$ cat src/rtl/writeback_stage_pkg.sv
// Shared definitions for the writeback stage: datapath widths, register-file
// geometry and the control bundle carried in the MEM/WB pipeline register.
package writeback_stage_pkg;
   localparam int DATA_W     = 8;
   localparam int REG_ADDR_W = 3;
   localparam int NREGS      = 8;
   localparam int CNT_W      = 16;

   typedef struct packed {
      logic valid;
      logic RegWrite;
      logic MemToReg;
   } wb_ctrl_t;
endpackage

$ cat src/rtl/writeback_stage_regfile.sv
// regfile_2r1w: NREGS x DATA_W register file, two combinational read ports,
// one write port. Register 0 is never stored and always reads zero. A read
// whose address matches the active write returns the write data the same
// cycle (write-through).
//  clk, reset_n         clock, async active-low reset (clears all entries)
//  i_we, i_waddr, i_wdata  write port
//  i_raddr1/2           read addresses
//  o_rdata1/2           read data
module regfile_2r1w
   import writeback_stage_pkg::*;
(
   input  logic                  clk,
   input  logic                  reset_n,
   input  logic                  i_we,
   input  logic [REG_ADDR_W-1:0] i_waddr,
   input  logic [DATA_W-1:0]     i_wdata,
   input  logic [REG_ADDR_W-1:0] i_raddr1,
   input  logic [REG_ADDR_W-1:0] i_raddr2,
   output logic [DATA_W-1:0]     o_rdata1,
   output logic [DATA_W-1:0]     o_rdata2
);
   logic [NREGS-1:1][DATA_W-1:0] r_regs;

   always_ff @(posedge clk or negedge reset_n) begin
      if (!reset_n) begin
         r_regs <= '0;
      end else if (i_we && (i_waddr != '0)) begin
         r_regs[i_waddr] <= i_wdata;
      end
   end

   function automatic logic [DATA_W-1:0] rd_port(input logic [REG_ADDR_W-1:0] a);
      logic [DATA_W-1:0] d;
      d = '0;
      if (a != '0) begin
         if (i_we && (a == i_waddr)) d = i_wdata;
         else                        d = r_regs[a];
      end
      return d;
   endfunction

   assign o_rdata1 = rd_port(i_raddr1);
   assign o_rdata2 = rd_port(i_raddr2);
endmodule

$ cat src/rtl/writeback_stage.sv
// writeback_stage: MEM/WB pipeline register, load-data alignment, result
// select, register-file commit, forwarding and retire counting.
//  clk, reset_n                 clock, async active-low reset
//  stall, flush                 hold WB entry / drop the entry being captured
//  mem_valid, mem_RegWrite,
//  mem_MemToReg, mem_rd,
//  mem_alu_result               memory-stage instruction
//  read_data                    load data, arrives one cycle after the address
//  rs1_addr/rs2_addr -> rs1_data/rs2_data   register reads with write-through
//  wb_fwd_valid/rd/data         forwarding of the value being written back
//  retire_count                 committed valid instructions, wrapping
module writeback_stage
   import writeback_stage_pkg::*;
(
   input  logic                  clk,
   input  logic                  reset_n,
   input  logic                  stall,
   input  logic                  flush,
   input  logic                  mem_valid,
   input  logic                  mem_RegWrite,
   input  logic                  mem_MemToReg,
   input  logic [REG_ADDR_W-1:0] mem_rd,
   input  logic [DATA_W-1:0]     mem_alu_result,
   input  logic [DATA_W-1:0]     read_data,
   input  logic [REG_ADDR_W-1:0] rs1_addr,
   input  logic [REG_ADDR_W-1:0] rs2_addr,
   output logic [DATA_W-1:0]     rs1_data,
   output logic [DATA_W-1:0]     rs2_data,
   output logic                  wb_fwd_valid,
   output logic [REG_ADDR_W-1:0] wb_fwd_rd,
   output logic [DATA_W-1:0]     wb_fwd_data,
   output logic [CNT_W-1:0]      retire_count
);
   wb_ctrl_t              r_ctrl;
   logic [REG_ADDR_W-1:0] r_rd;
   logic [DATA_W-1:0]     r_alu_q;
   logic [DATA_W-1:0]     r_ld_hold;
   logic                  r_ld_held;
   logic [CNT_W-1:0]      r_retire;

   logic                  w_commit;
   logic                  w_we;
   logic [DATA_W-1:0]     w_ld_data;
   logic [DATA_W-1:0]     w_wb_data;

   assign w_commit  = r_ctrl.valid & ~stall;
   assign w_we      = w_commit & r_ctrl.RegWrite & (r_rd != '0);
   // read_data is only valid for one cycle; once a stall has parked the
   // load, the captured copy is the authoritative value.
   assign w_ld_data = r_ld_held ? r_ld_hold : read_data;
   assign w_wb_data = r_ctrl.MemToReg ? w_ld_data : r_alu_q;

   // MEM/WB register; a stall freezes it and masks flush (upstream re-flushes).
   always_ff @(posedge clk or negedge reset_n) begin
      if (!reset_n) begin
         r_ctrl  <= '0;
         r_rd    <= '0;
         r_alu_q <= '0;
      end else if (!stall) begin
         r_ctrl.valid    <= mem_valid & ~flush;
         r_ctrl.RegWrite <= mem_RegWrite;
         r_ctrl.MemToReg <= mem_MemToReg;
         r_rd            <= mem_rd;
         r_alu_q         <= mem_alu_result;
      end
   end

   // Load hold: capture on the first stalled cycle of a valid load; any
   // unstalled edge retires (or replaces) the entry, so clear there.
   always_ff @(posedge clk or negedge reset_n) begin
      if (!reset_n) begin
         r_ld_hold <= '0;
         r_ld_held <= 1'b0;
      end else if (!stall) begin
         r_ld_held <= 1'b0;
      end else if (r_ctrl.valid && r_ctrl.MemToReg && !r_ld_held) begin
         r_ld_hold <= read_data;
         r_ld_held <= 1'b1;
      end
   end

   always_ff @(posedge clk or negedge reset_n) begin
      if (!reset_n)      r_retire <= '0;
      else if (w_commit) r_retire <= r_retire + 1'b1;
   end

   regfile_2r1w u_rf (
      .clk      (clk),
      .reset_n  (reset_n),
      .i_we     (w_we),
      .i_waddr  (r_rd),
      .i_wdata  (w_wb_data),
      .i_raddr1 (rs1_addr),
      .i_raddr2 (rs2_addr),
      .o_rdata1 (rs1_data),
      .o_rdata2 (rs2_data)
   );

   assign wb_fwd_valid = r_ctrl.valid & r_ctrl.RegWrite & (r_rd != '0);
   assign wb_fwd_rd    = r_rd;
   assign wb_fwd_data  = w_wb_data;
   assign retire_count = r_retire;
endmodule

$ cat config.mk
export PLATFORM = sky130hd
export DESIGN_NAME = writeback_stage
export DESIGN_NICKNAME = d
export VERILOG_FILES = /design/src/rtl/writeback_stage_pkg.sv /design/src/rtl/writeback_stage_regfile.sv /design/src/rtl/writeback_stage.sv
export SDC_FILE = /design/constraint.sdc
export NUM_CORES = 1
export LEC_CHECK = 0
export CAP_MARGIN = 30
export CELL_PAD_IN_SITES_DETAIL_PLACEMENT = 0
export CELL_PAD_IN_SITES_GLOBAL_PLACEMENT = 1
export CORE_AREA = 8 8 112 114
export CTS_BUF_LIST = sky130_fd_sc_hd__clkbuf_4 sky130_fd_sc_hd__clkbuf_8
export DETAILED_ROUTE_END_ITERATION = 6
export DIE_AREA = 0 0 120 122
export GPL_ROUTABILITY_DRIVEN = 0
export HOLD_SLACK_MARGIN = 0.15
export PLACE_DENSITY = 0.87
export SYNTH_ARGS = -nofsm -noshare
export SYNTH_HDL_FRONTEND = slang
export SYNTH_HIERARCHICAL = 1
export SYNTH_SLANG_ARGS = --single-unit
$ cat constraint.sdc
create_clock -name clk -period 3.6 [get_ports clk]
set_input_delay 0.72 -clock clk [delete_from_list [all_inputs] [get_ports clk]]
set_output_delay 0.72 -clock clk [all_outputs]
set_load 0.05 [all_outputs]
==> results.md, run 1 <==
- Status: finished clean
- Clock Skews: 0.008214 ns
- Largest net degree at the start of global routing: 65
- Fmax achieved: 285.4 MHz
- All-Layer GR Usage: 18.16%
- CORE AREA: 10700 µm²
- Vias: 3719
- Post-Syn Area: 5131 µm²
- CP Class: reg -> out
- Die width: 120 µm
- Final Slew Violations: 0
- Clock Sink Count: 95
- Worst hold path class: in -> async
- Port buffer count: 75
- Via density: 5.661
- Initial antenna violation count: 0
- Asr flop ratio synth: 100.0%
- Synth top area cells: dfrtp_1 (46%), mux2_2 (17%), mux2i_1 (7.2%)
- IO Pins: 76
- Post-layout net count: 545
- Die footprint: 14640 µm²
- Final period util: 97.34%
- RSZ-0062 raised after global routing: false
- Routed Wire Length: 12780 µm
- EDFF count, synth: 0
- Filler cells: 848
- CTS Root Cell: clkbuf_8
- Total negative slack: 0 ns
- Post-synthesis cell type count: 43
- Antenna Nets Post-Route: 0
- Non-filler cells in the finished layout: 657
- Syn Nets: 457
- Reg2Reg Setup Slack: 1.39 ns
- Post-DR wirelength/cell: 19.45 µm
- Layout area overhead: 28.55%
- Worst r2r src: wb_fwd_rd[0]
- Register area share after synthesis: 46.33%
- CP startpoint: wb_fwd_rd[0]
- Worst Path Arrival: 2.78 ns
- Die Y: 122 µm
- Cell types with the highest counts after synthesis: dfrtp_1 (95), mux2_2 (77), mux2i_1 (37)
- Share of cells above drive strength 1: 34.43%
- Post-CTS setup buffer count: 0
- Router iterations before antenna repair: 5
- Post-CTS sizing: 0
- Maxcap violations: 0
- Hpwl dp: 9348 µm
- Pin slew with the least headroom to its limit: 0.7958 ns
- VDD IR max: 0.0006041 V
- Number of synthesized register bits: 95
- Max_slew headroom: 46.95%
- Mean Syn Cell Area: 12.10 µm²
- Clock buffer depth: 2
- Max H-tree Level: 3
- Synth Flop Type: dfrtp_1
- Post-synthesis cell count: 424
- Count leader, synth: dfrtp_1
- First-pass GRT wire length: 21070 µm
- DR iter-0 viols: 156
- Inst Count DP: 641
- Power density over the cells: 527.2 nW/µm²
- Antenna cell count: 0
- Hold WS: 0.4170 ns
- TritonCTS clock tree: done
- Area leader, netlist: dfrtp_1
- Vias in the first global route: 3923
- Hold buffer count at cts: 0
- Cts bufs inserted: 9
- CP max FO: 12
- Hold Vio Cnt, Final: 0
- Worst r2r path cells: 6
- Leakage dissipation: 0.002918 µW
- Worst Path Required: 2.88 ns
- Clock slew at reported path FFs: 0.09 ns
- Synthesis Warnings: 6
- Worst skew pair latency: 0.37 ns
- Final WS setup: 0.09581 ns
- Drt drc: 0
- CP Capture Type: output port
- Reg2reg end: u_rf/r_regs[41]
- Final setup fails: 0
- CP startpoint kind: register
- Starting Density: 47.96%
- # rows: 38
- DP Worst Slack: 0.1042 ns
- Grt ovf: 0
- Top-area cell type share of the netlist area: 46.33%
- Minimum clock period: 3.504 ns
## state kept, by name (all words and copies together) (netlist names)
| register | flops |
|---|---|
| u_rf/r_regs | 56 |
| retire_count | 16 |
| r_alu_q | 8 |
| r_ld_hold | 8 |
| r_ctrl | 3 |
| wb_fwd_rd | 3 |
| r_ld_held | 1 |
## worst max path at each step
stage	endpoint	slack [ns]	depth (start not counted)
floorplan	rs2_data[1]	0.20	4
global route	rs1_data[4]	0.007	8
detailed placement	rs1_data[1]	0.10	7
finish	rs1_data[4]	0.1	8
global placement	rs1_data[1]	0.17	7
CTS	rs1_data[1]	0.08	8
## power by group
group	internal, µW	switching, µW	total (µW)	leakage, µW
clock network	499	371	870	0.000130
registers	1270	183	1450	0.00124
logic	547	606	1150	0.00155
total	2320	1160	3480	0.00292
## final cells by class
cell class                 instances  area, µm²  share of cell area [%]
clock inverter                     5      103.9                   1.574
timing repair buffer             105       1139                   17.26
clock buffer                      11      151.4                   2.295
multi-input combinational        299       2643                   40.06
sequential                        95       2377                   36.04
tap                              140      175.2                   2.656
inverter                           2      7.507                  0.1138
## cells by family after synthesis
| logic type | after synthesis | synth area share [%] |
|---|---|---|
| XOR/XNOR | 21 | 3.585 |
| multiplexers | 124 | 28.80 |
| adder cells (fa/ha/maj) | 1 | 0.2438 |
| AO/OA/AOI/OAI | 45 | 5.925 |
| buffers and inverters | 30 | 3.755 |
| flip-flops | 95 | 46.33 |
| AND/OR/NAND/NOR | 108 | 11.36 |
## stage by stage
step	cell area [µm²]	power, µW	util (%)
2_1_floorplan	5211	2159	-
3_3_place_gp	6340	2588	59.26
3_5_place_dp	6340	2624	59.26
4_1_cts	6595	3503	61.65
5_1_grt	6596	3647	61.66
6_report	6596	3477	61.66
## layout by cell type, fill, tap and decap left out, types with 3 or more instances in the layout
| cell type | instances |
|---|---|
| dfrtp_1 | 95 |
| mux2_2 | 77 |
| clkdlybuf4s50_1 | 50 |
| mux2i_1 | 37 |
| buf_4 | 37 |
| nor2_1 | 35 |
| nand2_1 | 20 |
| buf_12 | 18 |
| nor3_2 | 16 |
| xnor2_1 | 15 |
| o22ai_1 | 13 |
| a21oi_1 | 11 |
| clkbuf_8 | 11 |
| a211oi_1 | 11 |
| nand4_1 | 7 |
| xor2_1 | 6 |
| mux4_2 | 6 |
| mux4_1 | 4 |
| a2111oi_0 | 4 |
| and3_1 | 3 |
| and4_1 | 3 |
| bufinv_16 | 3 |
| nor3_1 | 3 |
| nor3b_1 | 3 |
| nand4b_1 | 3 |
## routing by layer
layer / vias to the layer above / routed length (µm) / track usage [%] / part of all wire [%]
li1: 1739 / - / - / -
met1: 1837 / 5789 / 24.15 / 45
met2: 125 / 5891 / 27.91 / 46
met3: 18 / 803 / 4.396 / 6.3
met4: 0 / 294 / 7.650 / 2.3
met5: - / 0 / 0 / 0
## worst max-delay path, cell delays in order, from the launching register on
cell	delay, ns
dfrtp_1	0.36
buf_4	0.18
o311a_2	0.39
nor2b_1	0.14
buf_4	0.16
and4_1	0.25
a2111oi_0	0.62
nor3_2	0.09
buf_4	0.22
(Power assumes the default switching activity.)
==> run 2, diff against run 1 <==
- CORE_AREA: 8 8 112 114 -> 8 8 106 108
- DIE_AREA: 0 0 120 122 -> 0 0 114 116
- DONT_BUFFER_PORTS: not set -> 1
- PLACE_DENSITY: 0.87 -> 0.83
==> results.md, run 2 (synthesis results as in run 1) <==
- Status: finished clean (unchanged)
- CP Capture Type: output port (unchanged)
- Die footprint: 13220 µm² (was 14640 µm²)
- Int Power: 2050 µW (was 2317 µW)
- Die width: 114 µm (was 120 µm)
- Worst hold path class: in -> async (unchanged)
- Worst path max stage delay: 0.55 ns (was 0.62 ns)
- Total negative slack: 0 ns (unchanged)
- Clock Sink Count: 95 (unchanged)
- Minimum clock period: 3.417 ns (was 3.504 ns)
- Crit path max-delay cell type: and4_1 (was a2111oi_0)
- Maxcap violations: 0 (unchanged)
- CP max FO: 11 (was 12)
- Worst Path Arrival: 2.70 ns (was 2.78 ns)
- Max FFs per register: 56 (unchanged)
- VDD IR max: 0.0004875 V (was 0.0006041 V)
- Max H-tree Level: 3 (unchanged)
- Flop pwr share: 48.5% (was 41.8%)
- All-Layer GR Usage: 19.34% (was 18.16%)
- Die Y: 116 µm (was 122 µm)
- Routed Wire Length: 12510 µm (was 12780 µm)
- Most flops, register: u_rf/r_regs (unchanged)
- Gate power share: 26.5% (was 33.2%)
- Post-CTS sizing: 0 (unchanged)
- CP startpoint kind: register (unchanged)
- Final period util: 94.93% (was 97.34%)
- Inst Count DP: 563 (was 641)
- Antenna cell count: 0 (unchanged)
- Post-DP Area: 5483 µm² (was 6340 µm²)
- Final setup fails: 0 (unchanged)
- Cts bufs inserted: 9 (unchanged)
- Max_slew headroom: 33.22% (was 46.95%)
- Final Slew Violations: 0 (unchanged)
- Grt ovf: 0 (unchanged)
- Hpwl dp: 8308 µm (was 9348 µm)
- Critical path's top delay family: simple AND/OR/NAND/NOR gates (was compound AO/OA/AOI/OAI gates)
- Clock power share: 25.0% (about the same)
- TritonCTS clock tree: done (unchanged)
- Post-DR wirelength/cell: 21.50 µm (was 19.45 µm)
- Hold Vio Cnt, Final: 0 (unchanged)
- Power density over the cells: 545.7 nW/µm² (was 527.2 nW/µm²)
- Most common cell after layout, fill and taps aside: dfrtp_1 (unchanged)
- IO Pins: 76 (unchanged)
- DR iter-0 viols: 195 (was 156)
- First-pass GRT wire length: 19660 µm (was 21070 µm)
- RSZ-0062 raised after global routing: false (unchanged)
- Vias: 3526 (was 3719)
- Drt drc: 0 (unchanged)
- Largest net degree at the start of global routing: 96 (was 65)
- # rows: 36 (was 38)
- Leakage dissipation: 0.002562 µW (was 0.002918 µW)
- Post-layout net count: 477 (was 545)
- CORE AREA: 9549 µm² (was 10700 µm²)
- Fmax achieved: 292.6 MHz (was 285.4 MHz)
- Clock slew at reported path FFs: 0.10 ns (was 0.09 ns)
- Share of cells above drive strength 1: 37.64% (was 34.43%)
- Port buffer count: 0 (was 75)
- Via density: 6.058 (was 5.661)
- P_sw: 1087 µW (was 1160 µW)
- Clock buffer depth: 2 (unchanged)
- Worst Path Buf+Inv: 1 (was 3)
- Initial antenna violation count: 0 (unchanged)
- Crit path cell chain: o311a_2 -> nor2b_1 -> and4_1 -> a2111oi_0 -> nor3_2 -> buf_4 (was buf_4 -> o311a_2 -> nor2b_1 -> buf_4 -> and4_1 -> a2111oi_0 -> nor3_2 -> buf_4)
- Vias in the first global route: 3632 (was 3923)
- Clock Skews: 0.01100 ns (was 0.008214 ns)
- Pin slew with the least headroom to its limit: 0.9963 ns (was 0.7958 ns)
- CTS Root Cell: clkbuf_8 (unchanged)
- Worst Path Required: 2.88 ns (about the same)
- Non-filler cells in the finished layout: 582 (was 657)
- Switching Fraction: 34.65% (was 33.36%)
- Starting Density: 53.73% (was 47.96%)
- Final Core Density: 60.21% (was 61.66%)
- Worst skew pair latency: 0.36 ns (was 0.37 ns)
- Layout area overhead: 12.05% (was 28.55%)
- CP Class: reg -> out (unchanged)
- Router iterations before antenna repair: 4 (was 5)
- Final Instance Area: 5749 µm² (was 6596 µm²)
- Most frequent cells in the layout: dfrtp_1 (95), mux2_2 (77), mux2i_1 (37) (was dfrtp_1 (95), mux2_2 (77), clkdlybuf4s50_1 (50))
- Antenna Nets Post-Route: 0 (unchanged)
-- run 2: worst reg2reg max path, stage by stage, from the launching register on --
cell,delay (ns)
dfrtp_1,0.45
o311a_2,0.21
nor2b_1,0.53
nand2_1,0.14
nor3_2,0.77
mux2_2,0.43
-- run 2: area by class of cell --
type                       instances  area, µm²
clock buffer                      10      131.4
clock inverter                     6      92.59
fill                             816       3800
inverter                           2      7.507
multi-input combinational        299       2676
sequential                        95       2377
tap                              133      166.4
timing repair buffer              37      297.8
-- run 2: final timing paths --
path	startpoint	slack [ns]	endpoint	depth (start not counted)
min in group clk	mem_alu_result[4]	0.50	r_alu_q[4]	1
worst max register to register	r_ctrl[2]	0.96	u_rf/r_regs[13]	5
worst min-delay path	reset_n	0.23	u_rf/r_regs[25]	1
worst max-delay path	r_ctrl[2]	0.18	rs1_data[3]	6
max in group asynchronous	reset_n	2.94	u_rf/r_regs[11]	1
worst min register to register	r_ld_hold[7]	0.51	r_ld_hold[7]	1
-- run 2: power groups by stage --
stage	clock (µW)	combinational (µW)	sequential [µW]
6_report	785	832	1520
5_1_grt	842	890	1550
4_1_cts	800	836	1520
3_5_place_dp	0	807	1540
3_3_place_gp	0	788	1530
2_1_floorplan	0	664	1490
-- run 2: per-stage QoR --
stage	hold slack, ns	worst slack [ns]	power [µW]
6_report	0.2312	0.1827	3137
5_1_grt	0.2964	0.08255	3282
4_1_cts	0.2832	0.1655	3157
3_5_place_dp	0.4279	0.5036	2349
3_3_place_gp	0.4280	0.5689	2318
2_1_floorplan	0.4244	0.1964	2159
-- run 2: timing repair --
action / CTS / global route
setup endpoints to repair: 0 / 7
hold buffers: 1 / 0
setup buffers: 0 / 2
endpoints found under the hold margin: 95 / 0
-- run 2: routing by layer --
layer  share of wire (%)  GRT usage, %  up-vias
met5                   0             0        -
met3                  10         6.514       18
met1                  44         25.23     1763
met4                 1.6         7.098        0
met2                  45         29.30      137
li1                    -             -     1608
==> run 3, diff against run 2 <==
- ABC_CLOCK_PERIOD_IN_PS: not set -> 3600
==> results of run 3 <==
Final layout, timing and power as in run 2 (identical DEF).
